File: src/rtl/operand_edge_feeder.sv
// -----------------------------------------------------------------------------
// operand_edge_feeder
//
// Feeds one edge (a row's A side or a column's B side) of the systolic MAC
// array. The host appends operands to a local buffer while the block is idle.
// On start the block waits SKEW idle cycles, then offers the operands one at a
// time to the edge MAC. After the last operand it raises out_finished so the
// MAC can latch its accumulated result. Each instance has its own SKEW, which
// staggers the edges and forms the systolic wavefront.
//
// Handshake with the MAC (out_data / out_waiting / out_ready):
//   out_waiting is the valid and out_ready is the ready. An operand transfers
//   on a rising edge where both are 1. While out_waiting is 1, out_data is held
//   stable. After each transfer out_waiting drops for at least one cycle. It
//   returns only after out_ready has been seen low and then high again. This
//   prevents one ready window from consuming two operands.
//
// Ports:
//   clk, rst       rising-edge clock, asynchronous active-high reset
//   wr_en, wr_data host append strobe and operand (honoured in IDLE only)
//   start          stream the loaded vector (honoured in IDLE or DONE)
//   load_count     number of operands currently loaded
//   busy           high in SKEW, OFFER and GAP
//   out_data       operand to the MAC (A_in / B_in)
//   out_waiting    operand valid (A_in_waiting / B_in_waiting)
//   out_finished   vector complete (A_in_finished / B_in_finished)
//   out_ready      MAC can accept (A_in_ready / B_in_ready)
//   state_dbg      current FSM state: 0 IDLE, 1 SKEW, 2 OFFER, 3 GAP, 4 DONE
// -----------------------------------------------------------------------------
module operand_edge_feeder #(
    parameter int DATA_WIDTH = 32,
    parameter int DEPTH      = 16,
    parameter int SKEW       = 0
) (
    input  logic                     clk,
    input  logic                     rst,
    input  logic                     wr_en,
    input  logic [DATA_WIDTH-1:0]    wr_data,
    input  logic                     start,
    output logic [$clog2(DEPTH):0]   load_count,
    output logic                     busy,
    output logic [DATA_WIDTH-1:0]    out_data,
    output logic                     out_waiting,
    output logic                     out_finished,
    input  logic                     out_ready,
    output logic [2:0]               state_dbg
);

    localparam int AW = $clog2(DEPTH);
    localparam int CW = AW + 1;

    typedef enum logic [2:0] {
        S_IDLE  = 3'd0,
        S_SKEW  = 3'd1,
        S_OFFER = 3'd2,
        S_GAP   = 3'd3,
        S_DONE  = 3'd4
    } state_t;

    state_t                  state_q, state_d;
    // count_q is both the write pointer and the loaded operand count.
    logic [CW-1:0]           count_q, count_d;
    logic [CW-1:0]           rd_q, rd_d;
    logic [7:0]              skew_q, skew_d;
    logic                    seen_low_q, seen_low_d;
    logic [DATA_WIDTH-1:0]   data_d;
    logic                    wr_fire;
    logic                    xfer;

    logic [DATA_WIDTH-1:0]   mem [DEPTH];

    assign wr_fire    = wr_en && (state_q == S_IDLE) && (count_q < CW'(DEPTH));
    assign xfer       = out_waiting && out_ready;
    assign load_count = count_q;
    assign state_dbg  = state_q;

    always_comb begin
        state_d    = state_q;
        count_d    = count_q;
        rd_d       = rd_q;
        skew_d     = skew_q;
        seen_low_d = seen_low_q;

        // A write in the same cycle as start is counted into the vector.
        if (wr_fire) begin
            count_d = count_q + 1'b1;
        end

        case (state_q)
            S_IDLE, S_DONE: begin
                if (start) begin
                    rd_d = '0;
                    if (count_d == '0) begin
                        state_d = S_DONE;
                    end else if (SKEW == 0) begin
                        state_d = S_OFFER;
                    end else begin
                        state_d = S_SKEW;
                        skew_d  = 8'(SKEW);
                    end
                end
            end
            S_SKEW: begin
                skew_d = skew_q - 8'd1;
                if (skew_q == 8'd1) begin
                    state_d = S_OFFER;
                end
            end
            S_OFFER: begin
                if (xfer) begin
                    rd_d       = rd_q + 1'b1;
                    seen_low_d = 1'b0;
                    state_d    = (rd_q == count_q - 1'b1) ? S_DONE : S_GAP;
                end
            end
            S_GAP: begin
                if (!out_ready) begin
                    seen_low_d = 1'b1;
                end
                if (seen_low_q && out_ready) begin
                    state_d = S_OFFER;
                end
            end
            default: state_d = S_IDLE;
        endcase

        // Outputs are registered from the next state, so out_data is loaded
        // on entry to OFFER. Bypass the write port when the operand being
        // offered is written in this same cycle.
        data_d = out_data;
        if (state_d == S_OFFER) begin
            if (wr_fire && (count_q[AW-1:0] == rd_d[AW-1:0])) begin
                data_d = wr_data;
            end else begin
                data_d = mem[rd_d[AW-1:0]];
            end
        end
    end

    always_ff @(posedge clk or posedge rst) begin
        if (rst) begin
            state_q      <= S_IDLE;
            count_q      <= '0;
            rd_q         <= '0;
            skew_q       <= '0;
            seen_low_q   <= 1'b0;
            out_data     <= '0;
            out_waiting  <= 1'b0;
            out_finished <= 1'b0;
            busy         <= 1'b0;
        end else begin
            state_q      <= state_d;
            count_q      <= count_d;
            rd_q         <= rd_d;
            skew_q       <= skew_d;
            seen_low_q   <= seen_low_d;
            out_data     <= data_d;
            out_waiting  <= (state_d == S_OFFER);
            out_finished <= (state_d == S_DONE);
            busy         <= (state_d == S_SKEW) || (state_d == S_OFFER) ||
                            (state_d == S_GAP);
        end
    end

    // Buffer contents survive reset.
    always_ff @(posedge clk) begin
        if (wr_fire) begin
            mem[count_q[AW-1:0]] <= wr_data;
        end
    end

endmodule

File: config.mk
export PLATFORM = sky130hd
export DESIGN_NAME = operand_edge_feeder
export DESIGN_NICKNAME = d
export VERILOG_FILES = /design/src/rtl/operand_edge_feeder.sv
export SDC_FILE = /design/constraint.sdc
export NUM_CORES = 1
export LEC_CHECK = 0
export CORE_MARGIN = 2
export CORE_UTILIZATION = 55
export CTS_BUF_LIST = sky130_fd_sc_hd__clkbuf_8
export DETAILED_ROUTE_END_ITERATION = 12
export PLACE_DENSITY_LB_ADDON = 0.15
export SLEW_MARGIN = 0
export SYNTH_ARGS = -nofsm -noshare
export SYNTH_HDL_FRONTEND = slang
export SYNTH_SLANG_ARGS = --single-unit
export TNS_END_PERCENT = 5
File: constraint.sdc
create_clock -name clk -period 10.7 [get_ports clk]
set_input_delay 2.14 -clock clk [delete_from_list [all_inputs] [get_ports clk]]
set_output_delay 2.14 -clock clk [all_outputs]
set_load 0.02 [all_outputs]
## After elaboration in Yosys (flattened, before gate mapping)

Memories as Yosys holds them, arrays and structs flattened. A register that Yosys moved wholly into a read port is not among the register bits.
Index checks and enable logic that the tools add are counted.

| storage, ports and cells | value |
|---|---|
| bits in registers | 25 |
| memory bits (writable) | 512 |
| output and inout bits | 43 |
| word-level logic and storage cells | 57 |
| memories | 1 |

| operators by class | value |
|---|---|
| add/sub/neg operators | 4 |
| magnitude comparators | 1 |
| equal/unequal tests | 13 |
| muxes and demuxes | 16 |
| reduce and logical (&&, ||, !) cells | 13 |

Memories:

| name | words | width | rd ports | clocked after Yosys merged registers in | wr ports | line | RTL |
|---|---|---|---|---|---|---|---|
| mem | 16 | 32 | 1 | 1 | 1 | 70 | `logic [DATA_WIDTH-1:0] mem [DEPTH];` |

Operator list:

| kind | count |
|---|---|
| $mux W3 | 6 |
| $mux W5 | 3 |
| $eq A3 B2 Y1 const B | 4 |
| $pmux W3 S4 | 1 |
| $add A5 B1 Y5 const B | 2 |
| $pmux W5 S2 | 1 |
| $eq A8 B1 Y1 const B | 1 |
| $sub A8 B1 Y8 const B | 1 |
| $eq A3 B1 Y1 const B | 2 |
| $eq A3 B3 Y1 const B | 2 |
| $ne A2 B2 Y1 const B | 3 |
| $reduce_and A3 Y1 | 2 |
| $eq A5 B5 Y1 | 1 |
| $logic_not A5 Y1 | 1 |
| $lt A5 B5 Y1 const B | 1 |
| $sub A5 B1 Y5 const B | 1 |
| $logic_and A1 B1 Y1 | 4 |
| $mux W1 | 4 |
| $reduce_bool A2 Y1 | 2 |
| $logic_not A3 Y1 | 1 |
| $logic_or A1 B1 Y1 | 2 |
| $pmux W1 S2 | 1 |
| $reduce_or A2 Y1 | 1 |

## Depth between registers and ports, before layout

Gate-level depths: netlist of the first run.

| logic depth | value |
|---|---|
| depth in word-level cells | 11 |
| depth in mapped cells | 14 |

## Worst setup path after synthesis of the first run

Ideal clock, no wire load.

| path | value |
|---|---|
| kind | input port to flip-flop |
| from | in wr_en |
| to | mem mem[11][0] (enable) |
| library setup time | 0.468 ns |
| arrival | 5.598 ns |
| required time | 10.232 ns |
| slack | 4.634 ns |
| cell stages on the path | 5 |
| buffers on the path | 1 |
| cells stage by stage | or4b_4 -> nor2_1 -> clkbuf_1 -> nand2_1 -> nor3b_1 |

| on the way | value |
|---|---|
| longest elaborated chain between the ends | 4 |

Ends and longest elaborated chain:

| what | line | RTL |
|---|---|---|
| start: declaration | 37 | `input logic wr_en,` |
| $logic_and A1 B1 Y1 (2 in a row) | 72 | `assign wr_fire = wr_en && (state_q == S_IDLE) && (count_q < CW'(DEPTH));` |
| $mux W1 | 167 | `if (wr_fire) begin` |
| $mux W1 (not written as such) | 168 | `mem[count_q[AW-1:0]] <= wr_data;` |
| end: declaration | 70 |  |

Every way passes these cells.

## Final worst setup path of the first run

| path | value |
|---|---|
| from | in out_ready |
| to | reg out_data[24] (read register of mem) |

| on the way | value |
|---|---|
| longest elaborated chain between the ends | 4 |
| elaborated cells between the ends (all ways) | 8 |
| those cells by class | 1 x eq/ne; 5 x mux; 2 x reduce/logical |

Ends and longest elaborated chain:

| what | line | RTL |
|---|---|---|
| start: declaration | 45 | `input logic out_ready,` |
| $logic_and A1 B1 Y1, on equally long branches | 120, 73 |  |
| $mux W3, on equally long branches | 120, 110 |  |
| $pmux W3 S4 | 89 | `case (state_q)` |
| $eq A3 B2 Y1 | 131 | `if (state_d == S_OFFER) begin` |
| end: declaration | 42 | `output logic [DATA_WIDTH-1:0] out_data,` |

Several ways; a longest one is shown, not always the timed one. The select of a mux whose other input is x is not followed.
A chain may end at the register's enable or synchronous reset.

==> results of run 1 <==
==> cells by family (layout without fill, tap and decap cells) <==
| logic type | count (synthesis) | count (layout) | synth area share (%) |
|---|---|---|---|
| mux | 64 | 64 | 2.868 |
| compound gates | 355 | 355 | 10.57 |
| buf+inv | 116 | 290 | 2.062 |
| fa+ha+maj | 7 | 7 | 0.3838 |
| xor+xnor | 21 | 21 | 0.8061 |
| simple gates | 513 | 513 | 9.679 |
| flops | 569 | 569 | 73.63 |
==> worst register-to-register path, stage by stage (launching register included) <==
cell and delay [ns]:
dfrtp_1 0.63, or3b_1 0.35, o211ai_1 0.14, nor2b_4 0.15
buf_4 0.31, inv_8 0.70, buf_4 0.87, mux2i_1 0.29
a32oi_1 0.11, a211oi_1 0.36, nor4_1 0.09, a221o_1 0.30
==> power by group through the flow <==
stage	Clock [µW]	Sequential, µW	Combinational, µW
after floorplan	0	2870	884
after global placement	0	2850	1480
after detailed placement	0	2860	1510
after CTS	1710	2810	1510
after global routing	1800	2840	1630
final	1680	2820	1520
==> path summary, 6_finish.rpt <==
kind | from | endpoint
hold / removal | skew_q[6]$_DFFE_PP0P_ | skew_q[6]$_DFFE_PP0P_
min in group asynchronous | rst | load_count[2]$_DFF_PP0_
setup reg to reg | state_dbg[0]$_DFF_PP0_ | out_data[24]$_DFFE_PP0P_
hold reg to reg | skew_q[6]$_DFFE_PP0P_ | skew_q[6]$_DFFE_PP0P_
max in group asynchronous | rst | out_data[16]$_DFFE_PP0P_
setup / recovery | out_ready | out_data[24]$_DFFE_PP0P_
==> metrics by stage <==
step / util (%) / cells / cell area (µm²)
after floorplan: - / 1645 / 22820
after global placement: 59.16 / 2183 / 24210
after detailed placement: 59.16 / 2183 / 24210
after CTS: 63.21 / 2351 / 25870
after global routing: 63.21 / 2351 / 25870
final: 63.21 / 2351 / 25870
==> flip-flops by register name (all words and copies together) (netlist names), 3 cells and up <==
| signal | count |
|---|---|
| load_count | 5 |
| mem | 512 |
| out_data | 32 |
| rd_q | 5 |
| skew_q | 8 |
| state_dbg | 3 |
==> layout by cell type, fill, tap and decap left out, types with 11 or more instances in the layout <==
cell             count
buf_4               33
a211oi_1            63
clkdlybuf4s50_1     79
xnor2_1             15
clkbuf_8            97
a221o_1             32
nor2_1              11
edfxtp_1           512
a21oi_1            165
inv_1               53
a32oi_1             62
dfrtp_1             57
nor4_1              35
mux2i_1             62
nand2_1            407
==> routing by layer <==
layer	vias to the layer above	routed length, µm
met3	133	5199
li1	6468	-
met2	744	27670
met5	-	31
met4	4	1632
met1	7246	24620
==> layout make-up <==
class | count | area, µm² | share of cell area [%]
clock buffer | 97 | 1335 | 5.161
clock inverter | 71 | 322.8 | 1.248
inverter | 10 | 46.29 | 0.1790
sequential | 569 | 16800 | 64.95
timing repair buffer | 112 | 1039 | 4.015
tap | 532 | 665.6 | 2.573
multi-input combinational | 960 | 5659 | 21.88
==> impl_metrics.json, run 1 <==
{
  "first_pass_iters": 8,
  "syn_avg_cell_area_um2": 13.87,
  "worstPathCellList": "clkdlybuf4s50_1, and4b_1, and3_1, nor2b_4, buf_4, inv_8, buf_4, mux2i_1, a32oi_1, a211oi_1, nor4_1, a221o_1",
  "startpoint_type": "primary input",
  "num_vias": 14595,
  "required_ns": 11.23,
  "totalPowerFinal_uw": 6022,
  "grt_max_degree": 135,
  "synth.distinct_cells": 56,
  "cts_num_sinks": 569,
  "worstSetupPathDepth": 12,
  "layout.nets": 1787,
  "ys.flop_type": "edfxtp_1",
  "path_max_fanout": 134,
  "post-dp-hpwl_um": 26950,
  "antenna_found_initial": 2,
  "worst_slew_pin_slew_ns": 1.118,
  "slew-limit-headroom_pct": 25.49,
  "grt_pass1_vias": 14289,
  "synth.most_common_cell": "edfxtp_1",
  "grt_overflow": 0,
  "use_met3_pct": 5.431,
  "dr.first_iter.drc_count": 1807,
  "vias_per_cell": 6.208,
  "clk_pin_slew_ns": 0.06,
  "die-area_mm2": 0.04313,
  "pin_count": 80,
  "gr-usage-met2_pct": 42.78,
  "ys_seq_elements": 569,
  "maxSlewViolCount": 0,
  "drc": 0,
  "hold_viol_final": 0,
  "htreeDepth": 3,
  "switching_power_uw": 1989,
  "critPathMaxStageDelay_ns": 0.73,
  "chipHeight_um": 207.7,
  "core-area_mm2": 0.04092,
  "final_antenna_net_count": 0,
  "synth_commonest_cells": "edfxtp_1 (512), nand2_1 (407), a21oi_1 (165), clkbuf_1 (73), a211oi_1 (63)",
  "yosysTopAreaCell": "edfxtp_1",
  "max_freq_mhz": 173.1,
  "fin_crit_ns": 5.775,
  "power_frac_seq_pct": 46.8,
  "criticalPathCategory": "in -> reg",
  "postSynthCellCount": 1645,
  "synth-seq-area-share_pct": 73.63,
  "syn_nets": 1689,
  "cts_resized": 0,
  "die_width_um": 207.7,
  "final.setup.tns_ns": 0,
  "tritoncts": "done",
  "portBuffers": 79,
  "place.gp.congestion": 0.8050,
  "status": "finished clean",
  "dp_worst_setup_slack_ns": 4.340,
  "synth_edf_count": 512,
  "p_int_uw": 4033,
  "p_per_area_mw_per_mm2": 232.8,
  "path_buf_inv": 4,
  "post-route-period-util_pct": 53.98,
  "cts_buffer_depth": 3,
  "n_fill_cell": 3018,
  "fin_skew_ns": 0.03166,
  "worst_path_most_repeated_cell": "buf_4",
  "p_clk_share_pct": 27.9,
  "r2r_slack_ns": 6.28,
  "critPathTopFamily": "buffers and inverters",
  "reg2reg_depth": 11,
  "synth_top_cell_area_share_pct": 67.38,
  "cap_violations": 0,
  "totalWireLength_um": 59150,
  "setup_slack_ns": 4.925,
  "area_growth_pct": 13.37,
  "ir_drop_mv": 0.1263,
  "grt_util_met1_pct": 38.12,
  "rows": 74,
  "cts_hold_buffers": 0,
  "post-cts-setup-buffers": 0,
  "crit_slowest_cell": "buf_4",
  "rsz0062_at_grt": "false",
  "leakage_uw": 0.008806,
  "yosysWarnings": 0,
  "switching_share_pct": 33.03,
  "pwr-share-comb_pct": 25.3,
  "setup_viol": 0,
  "crit_path_end_kind": "flop",
  "async_flop_share_pct": 10.02,
  "drive_gt1_share_pct": 10.28,
  "cts_buffers": 90,
  "synth_area_mm2": 0.02282,
  "clk_latency_ns": 0.66,
  "grt_util_all_layers_pct": 27.26,
  "ctsRootBufferMaster": "clkbuf_8",
  "whs_ns": 0.4680,
  "grt_busiest_layer": "met2",
  "worstPathArrival_ns": 6.30,
  "diodes": 0,
  "min_path_type": "reg -> reg",
  "hold_depth": 1,
  "start_util_pct": 55.75,
  "synth_area_leaders": "edfxtp_1 (67%), nand2_1 (6.7%), dfrtp_1 (6.3%), a21oi_1 (3.6%), mux2i_1 (2.7%)",
  "wl_per_cell_um": 25.16,
  "grt_first_pass_wirelength_um": 87690
}
Note: power is estimated with default switching activity, not from simulation.
==> run 2: changes to the inputs <==
==> constraint.sdc (replaced) <==
create_clock -name clk -period 4.7 [get_ports clk]
set_input_delay 0.94 -clock clk [delete_from_list [all_inputs] [get_ports clk]]
set_output_delay 0.94 -clock clk [all_outputs]
set_load 0.02 [all_outputs]
==> run 2 against run 1 <==
Wire length shrank 3.6%; design area is 1.6% higher; via count is 0.43% higher; total power increased by 130%; flip-flop and latch count is the same; utilization up 1.0 points; highest routed layer is now met4.
==> impl_metrics.json, run 2 (synthesis results as in run 1) <==
{
  "r2r-start": "state_dbg[0]$_DFF_PP0_",
  "critPathTopFamily": "simple AND/OR/NAND/NOR gates",
  "setup_viol": 0,
  "worstPathCellList": "clkdlybuf4s50_1, nand4b_4, or4b_4, mux2i_4, xor2_1, nor2_1, nand4_1, nor2_4, a221o_1",
  "min_path_type": "reg -> reg",
  "grt_first_pass_wirelength_um": 86190,
  "ir_drop_mv": 0.3756,
  "cts_hold_buffers": 0,
  "largest_reg_flops": 512,
  "maxSlewViolCount": 0,
  "cts_num_sinks": 569,
  "first_pass_iters": 5,
  "post-dp-hpwl_um": 30040,
  "totalPowerFinal_uw": 13930,
  "layout.nets": 1810,
  "r2r_slack_ns": 1.06,
  "vias_per_cell": 6.161,
  "grt_overflow": 0,
  "slew-limit-headroom_pct": 15.68,
  "die-area_mm2": 0.04313,
  "pin_count": 80,
  "path_buf_inv": 1,
  "worstPathArrival_ns": 4.31,
  "fin_skew_ns": 0.03905,
  "area.sequential_mm2": 0.01680,
  "hold_viol_final": 0,
  "reg2reg_depth": 8,
  "num_vias": 14658,
  "post-route-period-util_pct": 79.93,
  "ctsRootBufferMaster": "clkbuf_8",
  "path_max_fanout": 32,
  "cts_buffers": 92,
  "portBuffers": 79,
  "core-area_mm2": 0.04092,
  "cts_resized": 0,
  "drc": 0,
  "cap_violations": 0,
  "chipHeight_um": 207.7,
  "hold_depth": 1,
  "totalWireLength_um": 57040,
  "place.gp.congestion": 0.7730,
  "crit_slowest_cell": "nor2_4",
  "area_growth_pct": 15.21,
  "reg2reg_to": "out_data[23]$_DFFE_PP0P_",
  "worst_slew_pin_slew_ns": 1.262,
  "n_fill_cell": 3038,
  "hold_start": "skew_q[7]$_DFFE_PP0P_",
  "dp_cells": 2204,
  "crit_path_end_kind": "flop",
  "critPathMaxStageDelay_ns": 0.98,
  "rows": 74,
  "die_width_um": 207.7,
  "status": "finished clean",
  "hold_end": "skew_q[7]$_DFFE_PP0P_",
  "wl_per_cell_um": 23.98,
  "grt_max_degree": 109,
  "post-cts-setup-buffers": 0,
  "final_antenna_net_count": 0,
  "leakage_uw": 0.008994,
  "clk_pin_slew_ns": 0.06,
  "fin_crit_ns": 3.756,
  "max_freq_mhz": 266.2,
  "start_util_pct": 55.75,
  "tritoncts": "done",
  "startpoint_type": "primary input",
  "fin_util_pct": 64.23,
  "htreeDepth": 3,
  "grt_pass1_vias": 14486,
  "p_per_area_mw_per_mm2": 529.9,
  "drive_gt1_share_pct": 11.21,
  "grt_util_all_layers_pct": 26.32,
  "final_cell_mix": "edfxtp_1 (512), nand2_1 (407), a21oi_1 (165)",
  "antenna_found_initial": 1,
  "cts_buffer_depth": 3,
  "dr.first_iter.drc_count": 1475,
  "multiInputGateArea_mm2": 0.005665,
  "mostFrequentLayoutCell": "edfxtp_1",
  "layoutNonFillerInstCount": 2379,
  "required_ns": 5.26,
  "rsz0062_at_grt": "false",
  "criticalPathCategory": "in -> reg",
  "clk_latency_ns": 0.65
}
==> run 2: final cells by class <==
class | count | share of cell area, %
antenna | 1 | 0.009520
clock buffer | 99 | 5.183
clock inverter | 75 | 1.276
inverter | 10 | 0.1714
multi-input combinational | 960 | 21.55
sequential | 569 | 63.92
tap | 532 | 2.532
timing repair buffer | 133 | 5.360
==> run 2: routing by layer <==
metal / part of all wire [%] / global-route usage [%] / vias to the layer above
met4: 2.5 / 9.049 / 0
met2: 49 / 43.41 / 679
li1: - / - / 6512
met3: 7.8 / 4.342 / 110
met5: 0 / 0 / -
met1: 41 / 35.88 / 7357
==> run 2: worst max path at each step <==
stage | from | to | slack [ns] | cells past startpoint
detailed placement | out_ready | out_data[23]$_DFFE_PP0P_ | 0.33 | 9
global placement | out_ready | out_data[24]$_DFFE_PP0P_ | 0.39 | 9
floorplan | wr_en | mem[10][0]$_DFFE_PP_ | -0.11 | 5
finish | out_ready | out_data[23]$_DFFE_PP0P_ | 0.94 | 9
global route | out_ready | out_data[19]$_DFFE_PP0P_ | 0.84 | 9
CTS | out_ready | out_data[23]$_DFFE_PP0P_ | 1.01 | 9
==> run 2: stage by stage <==
step | instance area [µm²] | setup WS, ns | hold slack, ns | TNS (ns)
floorplan | 22820 | -0.1138 | 0.4429 | -10.33
global placement | 24590 | 0.3890 | 0.4571 | 0
detailed placement | 24590 | 0.3278 | 0.4663 | 0
CTS | 26280 | 1.012 | 0.4777 | 0
global route | 26290 | 0.8428 | 0.4927 | 0
finish | 26290 | 0.9435 | 0.4754 | 0
==> run 2: report_power, final <==
group,internal (µW),switching [µW]
logic,1380,2260
clock network,2000,1920
registers,6030,349
total,9400,4530
==> run 2: worst register-to-register path, stage by stage, from the launching register on <==
cell     delay [ns]
dfrtp_1        0.54
or4b_4         0.65
o21ai_0        0.25
o22a_1         0.18
o311a_1        0.25
o21ai_4        0.10
buf_4          0.26
nor2_4         1.00
a221o_1        0.33
